===== config.mk =====
export PLATFORM = sky130hd
export DESIGN_NAME = uart_rx_param
export DESIGN_NICKNAME = d
export VERILOG_FILES = /design/src/rtl/uart_rx_param.sv
export SDC_FILE = /design/constraint.sdc
export NUM_CORES = 1
export LEC_CHECK = 0
export ABC_AREA = 1
export CAP_MARGIN = 30
export CORE_ASPECT_RATIO = 1.4
export CORE_UTILIZATION = 50
export CTS_CLUSTER_DIAMETER = 100
export CTS_CLUSTER_SIZE = 10
export DETAILED_ROUTE_END_ITERATION = 7
export DONT_BUFFER_PORTS = 1
export PLACE_DENSITY = 0.64
export SYNTH_ARGS = -nofsm -noshare
export SYNTH_HDL_FRONTEND = slang
export SYNTH_SLANG_ARGS = --single-unit

===== constraint.sdc =====
create_clock -name clk -period 2.6 [get_ports clk]
set_input_delay 0.26 -clock clk [delete_from_list [all_inputs] [get_ports clk]]
set_output_delay 0.26 -clock clk [all_outputs]
set_load 0.1 [all_outputs]

===== src/rtl/uart_rx_param.sv =====
// -----------------------------------------------------------------------------
// uart_rx_param
// Parameterised UART receiver with a valid/ready output handshake.
// The serial input is double-flopped. Each bit is sampled at its midpoint,
// found by timing half a bit into the start bit. Completed words are held
// on data_out until the consumer accepts them.
//
// Parameters
//   CLKS_PER_BIT  clocks per serial bit (>= 8)
//   DATA_BITS     data bits per frame (5..9)
//   PARITY        0 none, 1 even, 2 odd
//   STOP_BITS     stop bits checked (1 or 2)
//
// Ports
//   clk         single clock, all logic on its rising edge
//   rst_n       synchronous active-low reset
//   rx          asynchronous serial line, idle high
//   data_out    received word, LSB = first data bit on the line
//   valid       data_out / parity_err / frame_err hold a word
//   ready       consumer accepts the held word (ignored while valid is low)
//   parity_err  parity mismatch for the held word
//   frame_err   a stop bit of the held word was sampled low
//   overrun     one-cycle pulse when a completed frame is dropped
//   busy        receiver is not idle
// -----------------------------------------------------------------------------
module uart_rx_param #(
  parameter int CLKS_PER_BIT = 868,
  parameter int DATA_BITS    = 8,
  parameter int PARITY       = 0,
  parameter int STOP_BITS    = 1
) (
  input  logic                 clk,
  input  logic                 rst_n,
  input  logic                 rx,
  output logic [DATA_BITS-1:0] data_out,
  output logic                 valid,
  input  logic                 ready,
  output logic                 parity_err,
  output logic                 frame_err,
  output logic                 overrun,
  output logic                 busy
);

  localparam int CNT_W = $clog2(CLKS_PER_BIT) + 1;
  localparam int IDX_W = $clog2(DATA_BITS) + 1;

  localparam logic [CNT_W-1:0] HALF_BIT  = CNT_W'(CLKS_PER_BIT / 2);
  localparam logic [CNT_W-1:0] LAST_CNT  = CNT_W'(CLKS_PER_BIT - 1);
  localparam logic [IDX_W-1:0] DATA_LAST = IDX_W'(DATA_BITS - 1);
  localparam logic [IDX_W-1:0] STOP_LAST = IDX_W'(STOP_BITS - 1);
  // Required XOR of data and parity bit: 0 for even parity, 1 for odd.
  localparam logic             ODD_PAR   = (PARITY == 2);

  typedef enum logic [2:0] {
    ST_IDLE,
    ST_START,
    ST_DATA,
    ST_PARITY,
    ST_STOP,
    ST_BREAK
  } state_t;

  state_t               state, state_n;
  logic                 rx_meta, rx_sync;
  logic [CNT_W-1:0]     cnt, cnt_n;
  logic [IDX_W-1:0]     idx, idx_n;
  logic [DATA_BITS-1:0] shift, shift_n;
  logic                 par_bad, par_bad_n;
  logic                 frm_bad, frm_bad_n;
  logic                 done, done_n;
  logic                 bit_tick;

  // Synchroniser resets to the idle line level, so a reset is never
  // mistaken for a start bit.
  always_ff @(posedge clk) begin
    // NOTE: sequential state uses non-blocking assignments so every flop
    // samples pre-edge values regardless of statement order.
    if (!rst_n) begin
      rx_meta <= 1'b1;
      rx_sync <= 1'b1;
    end else begin
      rx_meta <= rx;
      rx_sync <= rx_meta;
    end
  end

  always_ff @(posedge clk) begin
    if (!rst_n) begin
      state   <= ST_IDLE;
      cnt     <= '0;
      idx     <= '0;
      shift   <= '0;
      par_bad <= 1'b0;
      frm_bad <= 1'b0;
      done    <= 1'b0;
    end else begin
      state   <= state_n;
      cnt     <= cnt_n;
      idx     <= idx_n;
      shift   <= shift_n;
      par_bad <= par_bad_n;
      frm_bad <= frm_bad_n;
      done    <= done_n;
    end
  end

  assign bit_tick = (cnt == LAST_CNT);

  // idx counts data bits in DATA and stop bits in STOP.
  always_comb begin
    // NOTE: every output of this block gets a default first; a path that
    // left one unassigned would infer a latch.
    state_n   = state;
    cnt_n     = cnt;
    idx_n     = idx;
    shift_n   = shift;
    par_bad_n = par_bad;
    frm_bad_n = frm_bad;
    done_n    = 1'b0;

    unique case (state)
      ST_IDLE: begin
        if (!rx_sync) begin
          state_n = ST_START;
          cnt_n   = '0;
        end
      end

      // Recheck the line at mid start bit. A line that is high again was a
      // glitch, so the receiver returns to idle.
      ST_START: begin
        if (cnt == HALF_BIT) begin
          cnt_n     = '0;
          idx_n     = '0;
          par_bad_n = 1'b0;
          frm_bad_n = 1'b0;
          state_n   = rx_sync ? ST_IDLE : ST_DATA;
        end else begin
          cnt_n = cnt + 1'b1;
        end
      end

      ST_DATA: begin
        if (bit_tick) begin
          cnt_n   = '0;
          shift_n = {rx_sync, shift[DATA_BITS-1:1]};
          if (idx == DATA_LAST) begin
            idx_n   = '0;
            state_n = (PARITY == 0) ? ST_STOP : ST_PARITY;
          end else begin
            idx_n = idx + 1'b1;
          end
        end else begin
          cnt_n = cnt + 1'b1;
        end
      end

      ST_PARITY: begin
        if (bit_tick) begin
          cnt_n     = '0;
          par_bad_n = ((^shift) ^ rx_sync) != ODD_PAR;
          state_n   = ST_STOP;
        end else begin
          cnt_n = cnt + 1'b1;
        end
      end

      // A low final stop bit means the line is held low (break or
      // misframe). The receiver then waits in BREAK so that the low line
      // is not taken as a new start bit.
      ST_STOP: begin
        if (bit_tick) begin
          cnt_n = '0;
          if (!rx_sync) frm_bad_n = 1'b1;
          if (idx == STOP_LAST) begin
            idx_n   = '0;
            done_n  = 1'b1;
            state_n = rx_sync ? ST_IDLE : ST_BREAK;
          end else begin
            idx_n = idx + 1'b1;
          end
        end else begin
          cnt_n = cnt + 1'b1;
        end
      end

      ST_BREAK: begin
        if (rx_sync) state_n = ST_IDLE;
      end

      default: state_n = ST_IDLE;
    endcase
  end

  assign busy = (state != ST_IDLE);

  // Output holding register. A word that completes during a handshake
  // replaces the accepted word. A word that completes while the held word
  // is still pending is dropped and flagged with overrun.
  always_ff @(posedge clk) begin
    if (!rst_n) begin
      data_out   <= '0;
      valid      <= 1'b0;
      parity_err <= 1'b0;
      frame_err  <= 1'b0;
      overrun    <= 1'b0;
    end else begin
      overrun <= 1'b0;
      if (valid && ready) valid <= 1'b0;
      if (done) begin
        if (!valid || ready) begin
          data_out   <= shift;
          parity_err <= par_bad;
          frame_err  <= frm_bad;
          valid      <= 1'b1;
        end else begin
          overrun <= 1'b1;
        end
      end
    end
  end

endmodule


==> results of run 1 <==
[worst max-delay path, delay by kind of cell, from the launching register on]
| kind | cells | cell delay (ns) |
|---|---|---|
| buf+inv | 2 | 0.68 |
| flops | 1 | 0.50 |
| simple gates | 2 | 0.15 |
[per-stage QoR]
stage | setup slack, ns | power (W)
global placement | 0.899 | 0.00179
floorplan | 0.833 | 0.00164
CTS | 0.707 | 0.00225
global route | 0.628 | 0.00241
detailed placement | 0.870 | 0.00180
finish | 0.711 | 0.00224
[layout by cell type (no fill, tap or decap), types with 2 or more instances in the layout]
cell / synthesis / final
xor2_1: 7 / 7
clkinvlp_4: 0 / 2
nand4_1: 10 / 10
nand3b_1: 2 / 2
inv_2: 5 / 5
inv_6: 1 / 2
a21oi_1: 22 / 22
dfxtp_1: 43 / 43
clkbuf_8: 0 / 5
nor2_2: 3 / 3
o21ai_0: 24 / 24
or2_2: 2 / 2
o21ai_2: 2 / 2
nand2_1: 93 / 93
nor2_1: 38 / 38
nand2_2: 7 / 7
inv_1: 45 / 45
nand3_2: 5 / 5
nand3_1: 18 / 18
buf_4: 0 / 8
nor3_1: 5 / 5
ha_1: 4 / 4
[cell type report]
cell class / instances / share of cell area (%)
repair buffers: 8 / 2.34
clock buffers: 5 / 2.69
multi-input cells: 253 / 49.7
inverters: 51 / 7.67
flip-flops and latches: 43 / 33.6
clock inverters: 3 / 0.928
well taps: 62 / 3.03
[Yosys cell counts, drive strengths merged]
| master | instances | area (um^2) |
|---|---|---|
| nand2 | 101 | 404 |
| inv | 51 | 196 |
| dfxtp | 43 | 861 |
| nor2 | 42 | 173 |
| o21ai | 28 | 159 |
| nand3 | 23 | 140 |
| a21oi | 22 | 110 |
| nand4 | 10 | 62.6 |
| xor2 | 7 | 61.3 |
| nor3 | 6 | 41.3 |
| ha | 4 | 50.1 |
| clkbuf | 3 | 12.5 |
| or2 | 3 | 18.8 |
| buf | 2 | 16.3 |
| nand3b | 2 | 15.0 |
| a21boi | 1 | 7.51 |
| nor4 | 1 | 6.26 |
| o211a | 1 | 10.0 |
| o211ai | 1 | 7.51 |
| o21a | 1 | 7.51 |
[metal layers]
metal  vias up  GRT usage [%]  share of wire [%]
met3        12           3.43                1.8
met4         0           9.73                2.4
met5         -              0                  0
met1       951           24.8                 43
li1       1146              -                  -
met2        27           39.8                 52
[flip-flops by register name, indices dropped and copies added, names as in the netlist]
| name | cells |
|---|---|
| idx | 4 |
| valid | 1 |
| state | 3 |
| frm_bad | 1 |
| data_out | 8 |
| done | 1 |
| shift | 8 |
| frame_err | 1 |
| rx_sync | 1 |
| cnt | 11 |
| rx_meta | 1 |
| parity_err | 1 |
| par_bad | 1 |
| overrun | 1 |
[worst max-delay path by stage]
stage | start | cells after the start | endpoint
2_1_floorplan | valid | 6 | frame_err
3_3_place_gp | cnt[1] | 8 | shift[3]
3_5_place_dp | cnt[1] | 8 | shift[3]
4_1_cts | state[1] | 4 | busy
5_1_grt | state[1] | 4 | busy
6_report | state[1] | 4 | busy
[logic make-up after synthesis]
| kind of cell | count (synthesis) | share of synthesized area (%) |
|---|---|---|
| AND/OR/NAND/NOR | 188 | 36.5 |
| adder cells (fa/ha/maj) | 4 | 2.12 |
| flip-flops | 43 | 36.5 |
| XOR/XNOR | 7 | 2.60 |
| buffers and inverters | 56 | 9.54 |
| AO/OA/AOI/OAI | 54 | 12.8 |
[power breakdown]
group          total (W)  internal (W)  switching [W]
clock network   0.000445      0.000192       0.000253
logic            0.00101      0.000280       0.000725
registers       0.000790      0.000718      0.0000726
total            0.00224       0.00119        0.00105
==> impl_metrics.env, run 1 <==
export IMPL_outcome="finished, final reports clean"
export IMPL_min_period_ns=1.89
export IMPL_relSlewSlack_pct=34.0
export IMPL_final_util_pct=56.5
export IMPL_clkSinkCount=43
export IMPL_tns_ns=0
export IMPL_grt_max_degree=34
export IMPL_finalNonFillerCells=425
export IMPL_post_cts_buffers=0
export IMPL_top_level_ports=17
export IMPL_finClkSkew_ns=0.00786
export IMPL_ys_ff_latch=43
export IMPL_drt_initial_drc_count=106
export IMPL_grt_pass1_wl_um=8690
export IMPL_ant_nets=0
export IMPL_drv_slew=0
export IMPL_routed_wl_um=4950
export IMPL_die_h_um=83.3
export IMPL_synthDistinctLibCells=34
export IMPL_min_to="cnt[3]"
export IMPL_regArea_um2=861
export IMPL_nets=370
export IMPL_path_max_fanout=6
export IMPL_irDropWorstVdd_mv=0.535
export IMPL_ys_seq_area_share_pct=36.5
export IMPL_syn_nets=360
export IMPL_syn_to_final_growth_pct=8.54
export IMPL_cts_tree="built"
export IMPL_overflow=0
export IMPL_rows=29
export IMPL_n_fill_cell=447
export IMPL_synthCells=352
export IMPL_dpl_hpwl_um=3670
export IMPL_final_hold_viol_count=0
export IMPL_max_cap_viol_count=0
export IMPL_antenna_cells=0
export IMPL_ff2ff_path_depth=8
export IMPL_post_route_drc_count=0
export IMPL_htreeDepth=2
export IMPL_antenna_found_initial=0
export IMPL_worstSetupEndpointType="primary output"
export IMPL_startpoint_type="register"
export IMPL_setup_viol=0
export IMPL_finalWeightedCongestion=0.906
export IMPL_rsz0062_at_grt="false"
export IMPL_worstReg2RegEnd="shift[3]"
export IMPL_netlist_area_um2=2360
export IMPL_max_stage_delay_ns=0.61
export IMPL_post_cts_resized=0
export IMPL_cts_path_max_buffers=2
export IMPL_r2r_start="cnt[1]"
export IMPL_p_leak_nw=1.18
export IMPL_cp_required_ns=2.34
export IMPL_slowest_stage="inv_1"
export IMPL_crit_type="register to primary output"
export IMPL_grt_pass1_vias=2074
export IMPL_cts_made_buffers=5
export IMPL_placed_cells=417
export IMPL_post_dp_cell_area_um2=2470
export IMPL_design_area_um2=2560
export IMPL_max_freq_mhz=529
export IMPL_num_vias=2136
export IMPL_drt_pass1_iter_count=4
export IMPL_multiInputGateArea_um2=1270
export IMPL_gr_usage_all_layers_pct=22.3
export IMPL_hp_start="rst_n"
export IMPL_whs_ns=0.0561
export IMPL_clkLatencyLatePin_ns=0.30
export IMPL_path_clk_slew_ns=0.09
export IMPL_tightest_slew_ns=0.986
export IMPL_cts_root_buf="clkbuf_8"
export IMPL_drive_above_1_share_pct=12.4
export IMPL_worstPathArrival_ns=1.63
export IMPL_core_um2=4540
export IMPL_hold_class="primary input to register"
export IMPL_start_util_pct=52.0
export IMPL_wl_per_cell_um=11.6
export IMPL_syn_avg_cell_area_um2=6.70
export IMPL_die_w_um=60.1
export IMPL_power_density_nw_per_um2=875
export IMPL_hold_buffers=0
export IMPL_viasPerCell=5.03
export IMPL_r2r_setup_slack_ns=0.86
export IMPL_min_path_cells=2
export IMPL_die_area_um2=5000
export IMPL_path_cells="inv_2 > nand2_2 > nor2_2 > inv_1"
export IMPL_port_buffer_count=0
export IMPL_period_share_pct=72.6
export IMPL_ys_warn_count=0
(Power assumes the default switching activity.)
==> run 2, diff against run 1 <==
==> constraint.sdc (replaced) <==
create_clock -name clk -period 1.75 [get_ports clk]
set_input_delay 0.175 -clock clk [delete_from_list [all_inputs] [get_ports clk]]
set_output_delay 0.175 -clock clk [all_outputs]
set_load 0.1 [all_outputs]
==> impl_metrics.env, run 2 (synthesized netlist as in run 1, its figures left out) <==
export IMPL_htreeDepth=2
export IMPL_worstPathArrival_ns=1.83
export IMPL_hold_class="primary input to register"
export IMPL_cts_root_buf="clkbuf_8"
export IMPL_die_area_um2=5000
export IMPL_regArea_um2=863
export IMPL_dpl_hpwl_um=3820
export IMPL_path_cells="inv_1 > ha_1 > nand4_1 > o21ai_4 > nand2_2 > inv_2 > nand2_2 > nand2_2 > nor2_1"
export IMPL_syn_to_final_growth_pct=14.5
export IMPL_grt_max_degree=26
export IMPL_port_buffer_count=0
export IMPL_min_period_ns=1.63
export IMPL_power_switching_w=0.00153
export IMPL_nets=383
export IMPL_irDropWorstVdd_mv=0.957
export IMPL_overflow=0
export IMPL_grt_pass1_wl_um=8700
export IMPL_worstReg2RegEnd="cnt[5]"
export IMPL_final_hold_viol_count=0
export IMPL_cts_made_buffers=5
export IMPL_cts_tree="built"
export IMPL_critPathTopFamily="simple AND/OR/NAND/NOR gates"
export IMPL_min_path_cells=2
export IMPL_die_w_um=60.1
export IMPL_setup_ws_ns=0.124
export IMPL_drt_pass1_iter_count=4
export IMPL_min_to="cnt[6]"
export IMPL_swShare_pct=43.8
export IMPL_tightest_slew_ns=0.402
export IMPL_antenna_found_initial=0
export IMPL_drive_above_1_share_pct=15.4
export IMPL_slowest_stage="dfxtp_1"
export IMPL_period_share_pct=92.9
export IMPL_finalWeightedCongestion=0.881
export IMPL_top_level_ports=17
export IMPL_ant_nets=0
export IMPL_drt_initial_drc_count=138
export IMPL_core_um2=4540
export IMPL_routed_wl_um=5260
export IMPL_design_area_um2=2700
export IMPL_crit_type="register to register"
export IMPL_final_util_pct=59.6
export IMPL_die_h_um=83.3
export IMPL_rsz0062_at_grt="false"
export IMPL_reg_top3="cnt: 11 flops, data_out: 8 flops, shift: 8 flops"
export IMPL_start_util_pct=52.0
export IMPL_cpMostUsedCell="nand2_2"
export IMPL_hp_start="rst_n"
export IMPL_path_clk_slew_ns=0.08
export IMPL_max_stage_delay_ns=0.35
export IMPL_wl_per_cell_um=12.0
export IMPL_drv_slew=0
export IMPL_antenna_cells=0
export IMPL_worstSetupEndpointType="register"
export IMPL_cp_num_buf_inv=2
export IMPL_grt_pass1_vias=2026
export IMPL_path_max_fanout=6
export IMPL_fin_total_pwr_w=0.00350
export IMPL_finClkSkew_ns=0.00353
export IMPL_max_freq_mhz=615
export IMPL_pwr_share_clk_pct=22.3
export IMPL_p_leak_nw=1.28
export IMPL_largest_register="cnt"
export IMPL_max_cap_viol_count=0
export IMPL_startpoint_type="register"
export IMPL_power_density_nw_per_um2=1300
export IMPL_r2r_start="cnt[0]"
export IMPL_clkSinkCount=43
export IMPL_clkLatencyLatePin_ns=0.30
export IMPL_setup_viol=0
export IMPL_n_fill_cell=438
export IMPL_p_seq_share_pct=33.5
export IMPL_multiInputGateArea_um2=1280
export IMPL_post_place_ws_ns=0.0681
export IMPL_cp_required_ns=1.95
export IMPL_post_dp_cell_area_um2=2530
export IMPL_final_cell_mix="93 x nand2_1, 45 x inv_1, 41 x dfxtp_1, 37 x nor2_1, 22 x a21oi_1"
export IMPL_tns_ns=0
export IMPL_p_int_w=0.00197
export IMPL_num_vias=2233
export IMPL_gr_usage_all_layers_pct=22.9
export IMPL_cts_path_max_buffers=2
export IMPL_p_comb_share_pct=44.2
export IMPL_final_common_cell="nand2_1"
export IMPL_ff2ff_path_depth=9
export IMPL_viasPerCell=5.10
export IMPL_r2r_setup_slack_ns=0.12
export IMPL_outcome="finished, final reports clean"
export IMPL_relSlewSlack_pct=73.1
export IMPL_rows=29
export IMPL_largest_reg_flops=11
export IMPL_post_route_drc_count=0
run 2: final cells by class:
cell class / instances / share of cell area [%]
Sequential cell: 43 / 32.0
Timing Repair Buffer: 21 / 6.21
Tap cell: 62 / 2.87
Clock inverter: 3 / 1.62
Clock buffer: 5 / 2.55
Inverter: 51 / 7.27
Multi-Input combinational cell: 253 / 47.5
run 2: worst max-delay path by stage:
stage | depth (start not counted) | slack, ns | startpoint | endpoint
6_report | 9 | 0.12 | cnt[0] | cnt[5]
3_3_place_gp | 8 | 0.09 | cnt[1] | shift[5]
3_5_place_dp | 8 | 0.07 | cnt[1] | shift[3]
4_1_cts | 8 | 0.06 | cnt[1] | shift[5]
5_1_grt | 10 | 0.004 | cnt[0] | cnt[7]
2_1_floorplan | 9 | 0.28 | cnt[1] | shift[5]
run 2: per-layer routing:
metal	part of all wire [%]	vias to the layer above	track usage, %	wire length, um
met5	0	-	0	0
met4	2.5	0	10.4	131
met3	3.2	15	4.67	166
met2	54	46	40.0	2830
met1	40	1004	25.4	2130
li1	-	1168	-	-
run 2: power groups by stage:
| stage | combinational, W | sequential [W] | clock [W] |
|---|---|---|---|
| after floorplan | 0.00126 | 0.00117 | 0 |
| after global placement | 0.00151 | 0.00119 | 0 |
| after detailed placement | 0.00152 | 0.00119 | 0 |
| after CTS | 0.00153 | 0.00117 | 0.000806 |
| after global routing | 0.00174 | 0.00119 | 0.000847 |
| final | 0.00155 | 0.00117 | 0.000782 |
run 2: what timing repair did:
item | CTS | global route
endpoints found under the hold margin | 10 | 2
setup buffers | 0 | 1
endpoints found under the setup margin | 0 | 18
hold buffers | 3 | 1
resized for setup | 0 | 7
run 2: metrics by stage:
stage | hold WS [ns] | instances
finish | 0.0126 | 438
global route | 0.00177 | 438
CTS | 0.00149 | 436
detailed placement | 0.282 | 425
global placement | 0.278 | 425
floorplan | 0.282 | 352
==> run 3, diff against run 2 <==
--- a/config.mk
+++ b/config.mk
@@ -6,13 +6,14 @@
 export NUM_CORES = 1
 export LEC_CHECK = 0
 export ABC_AREA = 1
-export CAP_MARGIN = 30
+export ABC_CLOCK_PERIOD_IN_PS = 1750
 export CORE_ASPECT_RATIO = 1.4
 export CORE_UTILIZATION = 50
 export CTS_CLUSTER_DIAMETER = 100
 export CTS_CLUSTER_SIZE = 10
 export DETAILED_ROUTE_END_ITERATION = 7
 export DONT_BUFFER_PORTS = 1
+export GPL_TIMING_DRIVEN = 0
 export PLACE_DENSITY = 0.64
 export SYNTH_ARGS = -nofsm -noshare
 export SYNTH_HDL_FRONTEND = slang
==> impl_metrics.env, run 3 (synthesized netlist as in run 1, its figures left out) <==
export IMPL_irDropWorstVdd_mv=0.926
export IMPL_largest_register="cnt"
export IMPL_drt_initial_drc_count=142
export IMPL_path_max_fanout=7
export IMPL_tightest_slew_ns=0.983
export IMPL_num_vias=2119
export IMPL_rsz0062_at_grt="true"
export IMPL_post_cts_buffers=0
export IMPL_max_stage_delay_ns=0.36
export IMPL_path_clk_slew_ns=0.08
export IMPL_finalWeightedCongestion=0.889
export IMPL_setup_ws_ns=0.119
export IMPL_n_fill_cell=469
export IMPL_gr_usage_all_layers_pct=21.7
export IMPL_routed_wl_um=5020
export IMPL_whs_ns=0.0150
export IMPL_post_place_ws_ns=-0.0986
export IMPL_tns_ns=0
export IMPL_htreeDepth=2
export IMPL_final_cell_mix="93 x nand2_1, 43 x inv_1, 38 x dfxtp_1, 37 x nor2_1, 24 x o21ai_0"
export IMPL_overflow=0
export IMPL_antenna_found_initial=0
export IMPL_path_cells="inv_1 > ha_1 > nand4_1 > o21ai_4 > nand3_2 > o21ai_1 > nor2_1"
export IMPL_clkLatencyLatePin_ns=0.29
export IMPL_drt_pass1_iter_count=4
export IMPL_port_buffer_count=0
export IMPL_setup_viol=0
export IMPL_grt_pass1_wl_um=8370
export IMPL_finalNonFillerCells=423
export IMPL_largest_reg_flops=11
export IMPL_reg_top3="cnt: 11 flops, data_out: 8 flops, shift: 8 flops"
export IMPL_cts_root_buf="clkbuf_8"
export IMPL_drive_above_1_share_pct=13.9
export IMPL_min_path_cells=2
export IMPL_grt_pass1_vias=1934
export IMPL_die_h_um=83.3
export IMPL_period_share_pct=93.2
export IMPL_worstReg2RegEnd="idx[1]"
export IMPL_startpoint_type="register"
export IMPL_rows=29
export IMPL_syn_to_final_growth_pct=9.92
export IMPL_antenna_cells=0
export IMPL_cts_made_buffers=5
export IMPL_top_level_ports=17
export IMPL_start_util_pct=52.0
export IMPL_worstSetupEndpointType="register"
export IMPL_drv_slew=0
export IMPL_hold_class="primary input to register"
export IMPL_finClkSkew_ns=0.00435
export IMPL_die_w_um=60.1
export IMPL_cts_path_max_buffers=2
export IMPL_min_period_ns=1.63
export IMPL_r2r_setup_slack_ns=0.12
export IMPL_p_leak_nw=1.18
export IMPL_final_hold_viol_count=0
export IMPL_die_area_um2=5000
export IMPL_worstPathArrival_ns=1.82
export IMPL_viasPerCell=5.01
export IMPL_min_to="cnt[6]"
export IMPL_power_density_nw_per_um2=1350
export IMPL_dpl_hpwl_um=3890
export IMPL_r2r_start="cnt[0]"
export IMPL_hp_start="rst_n"
export IMPL_wl_per_cell_um=11.9
export IMPL_post_route_drc_count=0
export IMPL_ant_nets=0
export IMPL_clkSinkCount=43
export IMPL_cts_tree="built"
export IMPL_relSlewSlack_pct=34.4
export IMPL_slowest_stage="dfxtp_2"
export IMPL_max_cap_viol_count=0
export IMPL_final_common_cell="nand2_1"
export IMPL_cp_required_ns=1.94
export IMPL_core_um2=4540
export IMPL_nets=368
export IMPL_outcome="finished, final reports clean"
export IMPL_placed_cells=414
export IMPL_crit_type="register to register"
export IMPL_max_freq_mhz=613
export IMPL_grt_max_degree=15
export IMPL_ff2ff_path_depth=7
run 3: cell types whose count changed in the layout (fill, tap and decap cells not counted), sizes merged:
cell         previous run  this run
buf                    17         2
clkbuf                  5         8
dlygate4sd3             4         1
clkinvlp                0         1
inv                    51        50
run 3: repair_timing:
action	in CTS	in global routing
endpoints found under the setup margin	11	17
gates resized for setup	2	11
pin swaps	0	1
endpoints found under the hold margin	1	0
hold buffers	1	0
run 3: through the flow:
stage / total power (W) / utilization (%) / instance area, um^2
3_3_place_gp: 0.00267 / 53.8 / 2440
6_report: 0.00349 / 57.2 / 2590
2_1_floorplan: 0.00243 / - / 2360
3_5_place_dp: 0.00269 / 53.8 / 2440
4_1_cts: 0.00349 / 56.6 / 2570
5_1_grt: 0.00375 / 57.2 / 2590
run 3: layer usage:
metal / GRT usage, % / wire [um] / vias up
met1: 23.5 / 2150 / 950
met4: 9.51 / 97 / 0
met2: 39.2 / 2680 / 22
met5: 0 / 0 / -
li1: - / - / 1137
met3: 3.58 / 91 / 10
run 3: critical path, delay by kind of cell, from the launching register on:
kind	cells	cell delay (ns)
flip-flops	1	0.36
AO/OA/AOI/OAI	2	0.45
AND/OR/NAND/NOR	3	0.38
buffers and inverters	1	0.12
adder cells (fa/ha/maj)	1	0.21
run 3: how the worst max path moves through the flow:
stage               startpoint        end  cells after the start
floorplan               cnt[1]   shift[5]                      9
global placement         valid  frame_err                      6
detailed placement       valid  frame_err                      6
CTS                     cnt[1]   shift[6]                      9
global route            cnt[0]     idx[1]                      7
finish                  cnt[0]     idx[1]                      7
run 3: layout make-up:
cell class	instances	area [um^2]	area share, %
multi-input combinational	253	1290	49.9
sequential	43	870	33.5
inverter	51	200	7.72
tap	62	77.6	2.99
clock buffer	5	68.8	2.65
clock inverter	3	43.8	1.69
buffer	5	30.0	1.16
timing repair buffer	1	10.0	0.386
run 3: where the power goes:
group / leakage [nW] / total [W] / switching [W] / internal [W]
logic: 0.767 / 0.00154 / 0.00110 / 0.000436
clock network: 0.0581 / 0.000770 / 0.000345 / 0.000425
registers: 0.351 / 0.00119 / 0.000119 / 0.00107
